[src/rtl/mem_arb_pkg.sv]
// Shared types and widths for the two-requester mmu port arbiter.
package mem_arb_pkg;

  localparam int MEM_ADDR_W = 32;
  localparam int MEM_DATA_W = 32;
  localparam int MEM_BE_W   = 4;

  typedef enum logic [1:0] {
    ARB_IDLE,
    ARB_ISSUE,
    ARB_WAIT
  } arb_state_e;

  typedef enum logic {
    OWNER_INSTR,
    OWNER_DATA
  } arb_owner_e;

endpackage

[src/rtl/mem_arb_rr_pick.sv]
// Combinational 2-way round-robin picker. Owner encoding follows
// arb_owner_e: 0 = instruction port, 1 = data port.
module mem_arb_rr_pick
  import mem_arb_pkg::*;
(
  input  logic instr_req,
  input  logic data_req,
  input  logic last_owner,
  output logic winner,
  output logic valid
);

  // A lone requester wins; on a tie the one not granted last time wins.
  always_comb begin
    valid  = instr_req | data_req;
    winner = logic'(OWNER_INSTR);
    if (instr_req && data_req) begin
      winner = (last_owner == logic'(OWNER_DATA)) ? logic'(OWNER_INSTR) : logic'(OWNER_DATA);
    end else if (data_req) begin
      winner = logic'(OWNER_DATA);
    end
  end

endmodule

[src/rtl/mem_port_arbiter.sv]
// Shares one mmu request/response port between the instruction-fetch and
// data ports. One transaction in flight, round-robin on ties, and a bounded
// wait that turns a missing response into an error response.
module mem_port_arbiter
  import mem_arb_pkg::*;
#(
  parameter int TIMEOUT_CYCLES = 1024
) (
  input  logic                  clk,
  input  logic                  rst,
  input  logic                  instr_req_i,
  output logic                  instr_gnt_o,
  input  logic [MEM_ADDR_W-1:0] instr_addr_i,
  input  logic                  instr_we_i,
  input  logic [MEM_BE_W-1:0]   instr_be_i,
  input  logic [MEM_DATA_W-1:0] instr_wdata_i,
  output logic                  instr_rvalid_o,
  output logic                  instr_err_o,
  output logic [MEM_DATA_W-1:0] instr_rdata_o,
  input  logic                  data_req_i,
  output logic                  data_gnt_o,
  input  logic [MEM_ADDR_W-1:0] data_addr_i,
  input  logic                  data_we_i,
  input  logic [MEM_BE_W-1:0]   data_be_i,
  input  logic [MEM_DATA_W-1:0] data_wdata_i,
  output logic                  data_rvalid_o,
  output logic                  data_err_o,
  output logic [MEM_DATA_W-1:0] data_rdata_o,
  output logic                  mmu_req_o,
  output logic [MEM_ADDR_W-1:0] mmu_addr_o,
  output logic                  mmu_we_o,
  output logic [MEM_BE_W-1:0]   mmu_be_o,
  output logic [MEM_DATA_W-1:0] mmu_wdata_o,
  input  logic                  mmu_rvalid_i,
  input  logic                  mmu_err_i,
  input  logic [MEM_DATA_W-1:0] mmu_rdata_i,
  output logic                  busy_o
);

  localparam int               CNT_W    = $clog2(TIMEOUT_CYCLES + 1);
  localparam logic [CNT_W-1:0] CNT_LAST = CNT_W'(TIMEOUT_CYCLES - 1);

  arb_state_e            state_reg, state_next;
  arb_owner_e            last_owner_reg;
  logic [CNT_W-1:0]      cnt_reg;
  logic                  rsp_valid_reg;
  logic                  rsp_err_reg;
  logic [MEM_DATA_W-1:0] rsp_rdata_reg;
  logic [MEM_ADDR_W-1:0] mmu_addr_reg;
  logic                  mmu_we_reg;
  logic [MEM_BE_W-1:0]   mmu_be_reg;
  logic [MEM_DATA_W-1:0] mmu_wdata_reg;

  logic       pick_winner;
  logic       pick_valid;
  logic       grant;
  logic       timeout_hit;
  arb_owner_e win_owner;

  mem_arb_rr_pick u_pick (
    .instr_req  (instr_req_i),
    .data_req   (data_req_i),
    .last_owner (logic'(last_owner_reg)),
    .winner     (pick_winner),
    .valid      (pick_valid)
  );

  assign win_owner   = arb_owner_e'(pick_winner);
  assign timeout_hit = (state_reg == ARB_WAIT) && !mmu_rvalid_i && (cnt_reg == CNT_LAST);

  // Next-state logic; a grant is only possible from IDLE and never during reset.
  always_comb begin
    state_next = state_reg;
    grant      = 1'b0;
    case (state_reg)
      ARB_IDLE: begin
        if (pick_valid && !rst) begin
          grant      = 1'b1;
          state_next = ARB_ISSUE;
        end
      end
      ARB_ISSUE: state_next = ARB_WAIT;
      ARB_WAIT: begin
        if (mmu_rvalid_i || timeout_hit) begin
          state_next = ARB_IDLE;
        end
      end
      default: state_next = ARB_IDLE;
    endcase
  end

  // State, payload capture, wait counter and the one-cycle response register.
  always_ff @(posedge clk) begin
    if (rst) begin
      state_reg      <= ARB_IDLE;
      last_owner_reg <= OWNER_DATA;
      cnt_reg        <= '0;
      rsp_valid_reg  <= 1'b0;
      rsp_err_reg    <= 1'b0;
      rsp_rdata_reg  <= '0;
      mmu_addr_reg   <= '0;
      mmu_we_reg     <= 1'b0;
      mmu_be_reg     <= '0;
      mmu_wdata_reg  <= '0;
    end else begin
      state_reg     <= state_next;
      rsp_valid_reg <= 1'b0;
      rsp_err_reg   <= 1'b0;
      rsp_rdata_reg <= '0;
      if (grant) begin
        last_owner_reg <= win_owner;
        if (win_owner == OWNER_DATA) begin
          mmu_addr_reg  <= data_addr_i;
          mmu_we_reg    <= data_we_i;
          mmu_be_reg    <= data_be_i;
          mmu_wdata_reg <= data_wdata_i;
        end else begin
          mmu_addr_reg  <= instr_addr_i;
          mmu_we_reg    <= instr_we_i;
          mmu_be_reg    <= instr_be_i;
          mmu_wdata_reg <= instr_wdata_i;
        end
      end
      if (state_reg == ARB_ISSUE) begin
        cnt_reg <= '0;
      end
      if (state_reg == ARB_WAIT) begin
        if (mmu_rvalid_i) begin
          // A real response beats a timeout landing in the same cycle.
          rsp_valid_reg <= 1'b1;
          rsp_err_reg   <= mmu_err_i;
          rsp_rdata_reg <= mmu_rdata_i;
        end else if (timeout_hit) begin
          rsp_valid_reg <= 1'b1;
          rsp_err_reg   <= 1'b1;
        end else begin
          cnt_reg <= cnt_reg + 1'b1;
        end
      end
    end
  end

  // The response register is steered to whichever port owned the transaction;
  // last_owner_reg cannot change before the response cycle has been seen.
  assign instr_rvalid_o = rsp_valid_reg && (last_owner_reg == OWNER_INSTR);
  assign data_rvalid_o  = rsp_valid_reg && (last_owner_reg == OWNER_DATA);
  assign instr_err_o    = instr_rvalid_o & rsp_err_reg;
  assign data_err_o     = data_rvalid_o & rsp_err_reg;
  assign instr_rdata_o  = instr_rvalid_o ? rsp_rdata_reg : '0;
  assign data_rdata_o   = data_rvalid_o ? rsp_rdata_reg : '0;

  assign instr_gnt_o = grant && (win_owner == OWNER_INSTR);
  assign data_gnt_o  = grant && (win_owner == OWNER_DATA);

  assign mmu_req_o   = (state_reg == ARB_ISSUE);
  assign mmu_addr_o  = mmu_addr_reg;
  assign mmu_we_o    = mmu_we_reg;
  assign mmu_be_o    = mmu_be_reg;
  assign mmu_wdata_o = mmu_wdata_reg;
  assign busy_o      = (state_reg != ARB_IDLE);

endmodule
[config.mk]
export PLATFORM = sky130hd
export DESIGN_NAME = mem_port_arbiter
export DESIGN_NICKNAME = d
export VERILOG_FILES = /design/src/rtl/mem_arb_pkg.sv /design/src/rtl/mem_arb_rr_pick.sv /design/src/rtl/mem_port_arbiter.sv
export SDC_FILE = /design/constraint.sdc
export NUM_CORES = 1
export LEC_CHECK = 0
export BUFFER_PORTS_ARGS = -buffer_cell sky130_fd_sc_hd__clkbuf_2
export CAP_MARGIN = 15
export CORE_ASPECT_RATIO = 0.9
export CORE_MARGIN = 3
export CORE_UTILIZATION = 39
export DETAILED_ROUTE_END_ITERATION = 16
export GPL_TIMING_DRIVEN = 0
export PLACE_DENSITY = 0.77
export SLEW_MARGIN = 20
export SYNTH_ARGS = -nofsm -noshare
export SYNTH_HDL_FRONTEND = slang
export SYNTH_SLANG_ARGS = --single-unit
[constraint.sdc]
create_clock -name clk -period 1.7 [get_ports clk]
set_input_delay 0.085 -clock clk [delete_from_list [all_inputs] [get_ports clk]]
set_output_delay 0.085 -clock clk [all_outputs]
set_load 0.05 [all_outputs]
==> results.py, run 1 <==
metrics = {
    "grt": {
        "gr-max-usage-layer": "met2",
        "global_route.usage.total_pct": 23.77,
        "globalRouteMet2Util_pct": 45.03,
        "first_global_vias": 5554,
        "met3_resource_use_gr_pct": 6.131,
        "grt_pass1_wl_mm": 27.63,
        "antenna_found_initial": 0,
        "grt_overflow_total": 0,
        "grt_max_degree": 17,
        "grt.met1_usage_pct": 25.19,
    },
    "die": {
        "fp.coreArea_um2": 12780,
        "io_pins": 317,
        "starting_density_pct": 40.18,
        "floorplan.die_area_um2": 14590,
        "die-height_um": 114.9,
        "fp.dieW_um": 127.0,
        "floorplan.rows": 39,
    },
    "critical_path": {
        "worst_path_maximum_fanout": 3,
        "crit_path_top_delay_cell": "dfxtp_4",
        "setup.worst_path.end_class": "primary output",
        "slowest_delay_ps": 340,
        "timing.setup.critical_path_class": "reg2out",
        "cp_common_cell": "or2_4",
        "critical_path.startpoint_type": "flop",
        "critical_path_arrival_ps": 1680,
        "path_cells": "or2_4 > or2_4 > nor2_4 > and2_4 > clkbuf_16",
        "required_time_worst_endpoint_ps": 1620,
    },
    "clock_tree": {
        "cts_htree_levels": 4,
        "clk_latency_ps": 400,
        "path_clk_slew_ps": 50,
        "cts-root-buf": "clkbuf_16",
        "clock_buffer_count_from_cts": 17,
        "tritoncts": "built",
        "cts-root-to-sink-buffers": 2,
        "tritoncts_num_sinks": 117,
    },
    "routing": {
        "drt_drc_violations_left": 0,
        "final_antenna_net_count": 0,
        "totalWireLength_mm": 18.35,
        "routed-via-count": 5642,
        "vias_per_cell": 5.015,
        "drt-wirelength-per-cell_um": 16.31,
        "detailedRoute.firstIterationViolations": 182,
        "drt_pass1_iterations": 4,
    },
    "sta": {
        "finalClockSkew_ps": 6.061,
        "worst_slew_margin_rel_pct": 53.80,
        "post-route-period-util_pct": 103.9,
        "final_period_minus_worst_setup_slack_ps": 1766,
        "grt_setup_unrepaired": "true",
        "max_slew.worst_pin.slew_ps": 693.0,
        "timing.final.hold_violations": 0,
        "max_freq_mhz": 566.3,
        "setup_ws_post_layout_ps": -65.82,
        "setup_violations": 3,
        "slew_viol_final": 0,
    },
    "status": {
        "outcome": "complete, but fails checks",
        "violations": "setup timing",
    },
    "cells_and_area": {
        "antenna-diode-count": 0,
        "area.sequential_um2": 2357,
        "final_common_cell": "clkbuf_2",
        "synthesis_to_finish_area_growth_pct": 63.42,
        "fin_nets": 1127,
        "fin_util_pct": 65.67,
        "most-common-layout-cells": "clkbuf_2, dfxtp_1, nor2_1, mux2i_1, a211oi_1",
        "multiInputGateArea_um2": 2666,
        "finish.cell_count_without_fillers": 1125,
        "post_route_cells_drive_above_1_share_pct": 43.70,
        "filler_instances": 1043,
    },
    "synthesis": {
        "yosys.cell_types.count": 36,
        "postSynthRegisterBits": 117,
        "syn-instance-count": 556,
        "mappedNetlistArea_um2": 5137,
        "synth_warnings": 0,
        "postSynthNetCount": 733,
        "synth_sequential_area_ratio_pct": 45.59,
        "syn-mean-instance-area_um2": 9.240,
    },
    "pwr": {
        "vdd_drop_max_mv": 0.5434,
        "p_leak_nw": 4.287,
        "power-per-cell-area_nw_per_um2": 1032,
    },
    "placement": {
        "port_buffers": 315,
        "dp.cells": 1035,
        "place_hpwl_mm": 13.69,
        "globalplace.congestion": 0.8607,
        "dpl_worst_slack_ps": -421.9,
    },
    "run": {
        "maxcap_violations": 0,
    },
    "worst_hold_path": {
        "path_class_of_the_lowest_slack_min_delay_path": "in2reg",
    },
}
[worst paths after layout]
check                   startpoint        endpoint  slack (ps)  depth (start not counted)
setup / recovery      state_reg[0]      data_gnt_o         -70                          5
setup reg to reg      state_reg[0]      cnt_reg[8]         -50                          5
hold / removal    instr_addr_i[27]  mmu_addr_o[27]           9                          3
hold reg to reg        cnt_reg[10]     cnt_reg[10]         440                          2
[layer usage]
layer,wire length [µm],vias to the layer above
met5,0,-
met4,480,0
met3,1281,35
met2,9797,239
met1,6786,2587
li1,-,2781
[Yosys cell counts (all sizes together)]
cell,n,share of area (%)
a221oi,1,0.17
mux2i,69,13
or4,3,0.44
buf,16,1.7
xor2,1,0.17
or3b,1,0.22
o21ai,7,0.68
a311oi,1,0.17
nor3b,4,0.58
o41ai,1,0.17
inv,4,0.29
a21boi,1,0.15
nor4,1,0.24
and2,37,4.5
nand4,4,0.49
a31oi,1,0.12
a211oi,69,10
o311ai,2,0.34
clkbuf,34,2.5
o211ai,4,0.58
a21oi,6,0.58
nand3b,1,0.15
and3,67,8.2
nand2b,2,0.24
nand4b,1,0.17
o21a,1,0.15
or2,2,0.24
ha,1,0.24
nor2,78,5.7
nor3,2,0.19
or3,2,0.24
nand3,7,0.68
dfxtp,117,46
nand2,7,0.51
nor2b,1,0.12
[report_power, final]
group / switching (mW) / internal, mW
logic: 1.47 / 0.722
clock network: 1.18 / 2.20
registers: 0.123 / 2.98
[cells by family (layout without fill, tap and decap cells)]
group | Yosys count | count (layout) | share of synthesized area [%]
buffers and inverters | 54 | 459 | 4.457
AND/OR/NAND/NOR | 220 | 220 | 22.89
AO/OA/AOI/OAI | 94 | 94 | 13.20
flip-flops | 117 | 117 | 45.59
adder cells (fa/ha/maj) | 1 | 1 | 0.2435
multiplexers | 69 | 69 | 13.44
XOR/XNOR | 1 | 1 | 0.1705
[per-stage QoR]
stage	TNS, ps	hold WS, ps	power, mW	cell area (µm²)
final	-131.8	9.483	8.666	8396
after global routing	-414.5	10.83	9.007	8396
after CTS	-73.52	0.08896	8.686	8210
after detailed placement	-16220	319.4	5.172	6933
after global placement	-14620	316.1	5.148	6933
after floorplan	0	237.5	4.530	5151
[timing repair]
action	4_1_cts	5_1_grt
pin swaps	5	6
hold buffers	43	0
endpoints found under the hold margin	41	0
gates resized for setup	71	96
setup endpoints to repair	148	171
buffers inserted	12	6
[worst max-delay path: cells and delay by family, from the launching register on]
family	cells	cell delay (ps)
flip-flops	1	340
AND/OR/NAND/NOR	4	780
buffers and inverters	1	160
[layout make-up]
| cell class | count | area share, % |
|---|---|---|
| flip-flops and latches | 117 | 28.08 |
| inverters | 4 | 0.1788 |
| well taps | 164 | 2.444 |
| plain buffers | 49 | 3.547 |
| repair buffers | 376 | 27.27 |
| multi-input cells | 385 | 31.76 |
| clock buffers | 20 | 5.440 |
| clock inverters | 10 | 1.282 |
No activity file was read; power rests on OpenSTA's default activity.
==> run 2: changes to the inputs <==
Settings changed: ABC_AREA set to 1, CORE_UTILIZATION 39 to 40.
==> run 2 against run 1 <==
  * The run now ends clean
  * Sequential share of layout area grew 0.23 points
  * Clock power down 4%
  * Final cell count up 25%
  * Synthesized cell count increased by 54%
  * Combinational power decreased by 29%
  * Largest cell class unchanged
==> results.py, run 2 <==
metrics = {
    "sta": {
        "final_period_minus_worst_setup_slack_ps": 1653,
        "post-route-period-util_pct": 97.22,
        "grt_setup_unrepaired": "true",
        "setup_ws_post_layout_ps": 47.21,
        "timing.final.hold_violations": 0,
        "max_freq_mhz": 605.0,
        "slew_viol_final": 0,
        "worst_slew_margin_rel_pct": 62.27,
        "setup_violations": 0,
        "max_slew.worst_pin.slew_ps": 565.9,
        "finalClockSkew_ps": 9.061,
    },
    "placement": {
        "place_hpwl_mm": 14.25,
        "port_buffers": 315,
        "globalplace.congestion": 0.8771,
        "dpl_worst_slack_ps": 69.43,
        "placed_cell_area_um2": 7186,
        "dp.cells": 1334,
    },
    "pwr": {
        "power-per-cell-area_nw_per_um2": 936.7,
        "design_power_total_mw": 7.749,
        "p_leak_nw": 4.286,
        "vdd_drop_max_mv": 0.6358,
    },
    "cells_and_area": {
        "layout.cell_area.non_filler_um2": 8273,
        "post_route_cells_drive_above_1_share_pct": 33.20,
        "finish.cell_count_without_fillers": 1406,
        "most-common-layout-cells": "nand2_1, clkbuf_2, nor2_1, dfxtp_1, inv_1",
        "synthesis_to_finish_area_growth_pct": 53.16,
        "fin_util_pct": 63.98,
        "fin_nets": 1407,
        "final_common_cell": "nand2_1",
        "filler_instances": 1204,
    },
    "worst_hold_path": {
        "timing.hold.worst.start": "data_wdata_i[20]",
        "path_class_of_the_lowest_slack_min_delay_path": "in2reg",
    },
    "critical_path": {
        "worst_path_maximum_fanout": 10,
        "worst_r2r_startpoint": "cnt_reg[0]",
        "setup.worst_path.end_class": "primary output",
        "critical_path.startpoint_type": "flop",
        "critPathLaunch": "last_owner_reg",
        "worstReg2RegEnd": "cnt_reg[0]",
        "rr_worst_depth": 9,
        "critPathCapture": "data_rdata_o[13]",
        "timing.setup.critical_path_class": "reg2out",
        "required_time_worst_endpoint_ps": 1620,
        "critical_path_arrival_ps": 1570,
        "r2r_setup_slack_ps": 110,
    },
    "clock_tree": {
        "path_clk_slew_ps": 60,
        "clock_buffer_count_from_cts": 17,
        "cts_htree_levels": 4,
        "cts-root-buf": "clkbuf_16",
        "cts-root-to-sink-buffers": 2,
        "tritoncts_num_sinks": 117,
        "clk_latency_ps": 400,
        "tritoncts": "built",
    },
    "synthesis": {
        "yosysTopAreaCellShare_pct": 43.36,
        "mappedNetlistArea_um2": 5401,
        "postSynthNetCount": 1032,
        "synth_sequential_area_ratio_pct": 43.36,
        "syn-instance-count": 855,
        "ranking_of_synthesized_cells_by_instance_count": "nand2_1, nor2_1, dfxtp_1",
        "yosys.cell_types.count": 28,
        "synth_largest_area_cell": "dfxtp_1",
        "synth_warnings": 0,
        "postSynthRegisterBits": 117,
        "synth-edff-count": 0,
        "syn-mean-instance-area_um2": 6.317,
        "post_synth_main_area_contributors": "dfxtp_1, nand2_1, nor2_1",
        "ys_async_sr_fraction_pct": 0,
        "synthMostInstantiatedCell": "nand2_1",
        "synth_ff_type": "dfxtp_1",
    },
    "grt": {
        "antenna_found_initial": 1,
        "grt_max_degree": 17,
        "global_route.usage.total_pct": 24.02,
        "grt_overflow_total": 0,
        "first_global_vias": 5864,
        "grt_pass1_wl_mm": 28.48,
    },
    "routing": {
        "routed-via-count": 6444,
        "detailedRoute.firstIterationViolations": 401,
        "drt_pass1_iterations": 5,
        "final_antenna_net_count": 0,
        "drt_drc_violations_left": 0,
        "drt-wirelength-per-cell_um": 13.72,
        "vias_per_cell": 4.583,
        "totalWireLength_mm": 19.29,
    },
    "die": {
        "fp.coreArea_um2": 12930,
        "die-height_um": 116.2,
        "fp.dieW_um": 128.5,
        "starting_density_pct": 41.77,
        "floorplan.rows": 39,
        "floorplan.die_area_um2": 14940,
        "io_pins": 317,
    },
    "run": {
        "maxcap_violations": 0,
    },
    "status": {
        "outcome": "finished, final reports clean",
    },
}
-- run 2: cell count changes after synthesis, moves of 13 or more --
| cell | delta |
|---|---|
| nand2_1 | +366 |
| inv_1 | +79 |
| a211oi_1 | -69 |
| a21oi_1 | +69 |
| mux2i_1 | -69 |
| and3_1 | -67 |
| nor2_1 | +40 |
| and2_1 | -37 |
| clkbuf_1 | -18 |
| buf_2 | +13 |
-- run 2: metal layers --
metal	track usage (%)	up-vias	share of wire (%)
met1	28.04	2867	40
met5	0	-	0
met3	5.258	39	6.5
met4	9.447	0	2.4
met2	43.11	221	51
li1	-	3317	-
-- run 2: cell families (layout without fill, tap and decap cells) --
logic type      after synthesis  count (layout)  share of synthesized area, %
simple gates                515             515                         37.43
buf+inv                     133             519                         10.17
flops                       117             117                         43.36
compound gates               89              89                         8.802
fa+ha+maj                     1               1                        0.2316
other cells                   0               1                             0
-- run 2: repair_timing --
item | in CTS | in global routing
buffers inserted | 3 | 4
endpoints found under the setup margin | 62 | 62
pin swaps | 1 | 1
hold endpoints to repair | 34 | 0
hold buffers | 35 | 0
gates cloned | 0 | 0
resized for setup | 24 | 67
-- run 2: worst min-delay path by stage --
| stage | end | slack [ps] | cells after the start |
|---|---|---|---|
| final | mmu_wdata_o[20] | 20 | 5 |
| after global routing | mmu_be_o[2] | 20 | 5 |
| after CTS | mmu_wdata_o[20] | 4 | 5 |
| after detailed placement | rsp_rdata_reg[16] | 290 | 3 |
| after global placement | rsp_rdata_reg[24] | 280 | 3 |
| after floorplan | rsp_rdata_reg[0] | 200 | 2 |
-- run 2: metrics by stage --
| stage | TNS [ps] | hold WS [ps] |
|---|---|---|
| 2_1_floorplan | 0 | 197.2 |
| 3_3_place_gp | 0 | 284.3 |
| 3_5_place_dp | 0 | 285.3 |
| 4_1_cts | 0 | 3.996 |
| 5_1_grt | -113.3 | 15.47 |
| 6_report | 0 | 16.20 |
-- run 2: power by group --
| group | total (mW) | switching (mW) | internal, mW |
|---|---|---|---|
| combinational | 1.56 | 1.04 | 0.518 |
| sequential | 2.94 | 0.0658 | 2.87 |
| clock | 3.25 | 1.20 | 2.05 |
| total | 7.75 | 2.31 | 5.44 |
-- run 2: worst max-delay path, cell delays in order, from the launching register on --
cell and delay (ps):
dfxtp_1 370, nand2_2 140, buf_2 220, nor2_1 170, clkbuf_4 270
-- run 2: final cells by class --
class	instances	area, µm²	area share (%)
multi-input combinational	605	2522	30.49
sequential	117	2342	28.31
timing repair buffer	357	2083	25.18
clock buffer	20	456.7	5.520
inverter	86	327.8	3.962
buffer	46	249.0	3.010
tap	164	205.2	2.480
clock inverter	10	83.83	1.013
antenna	1	2.502	0.03025
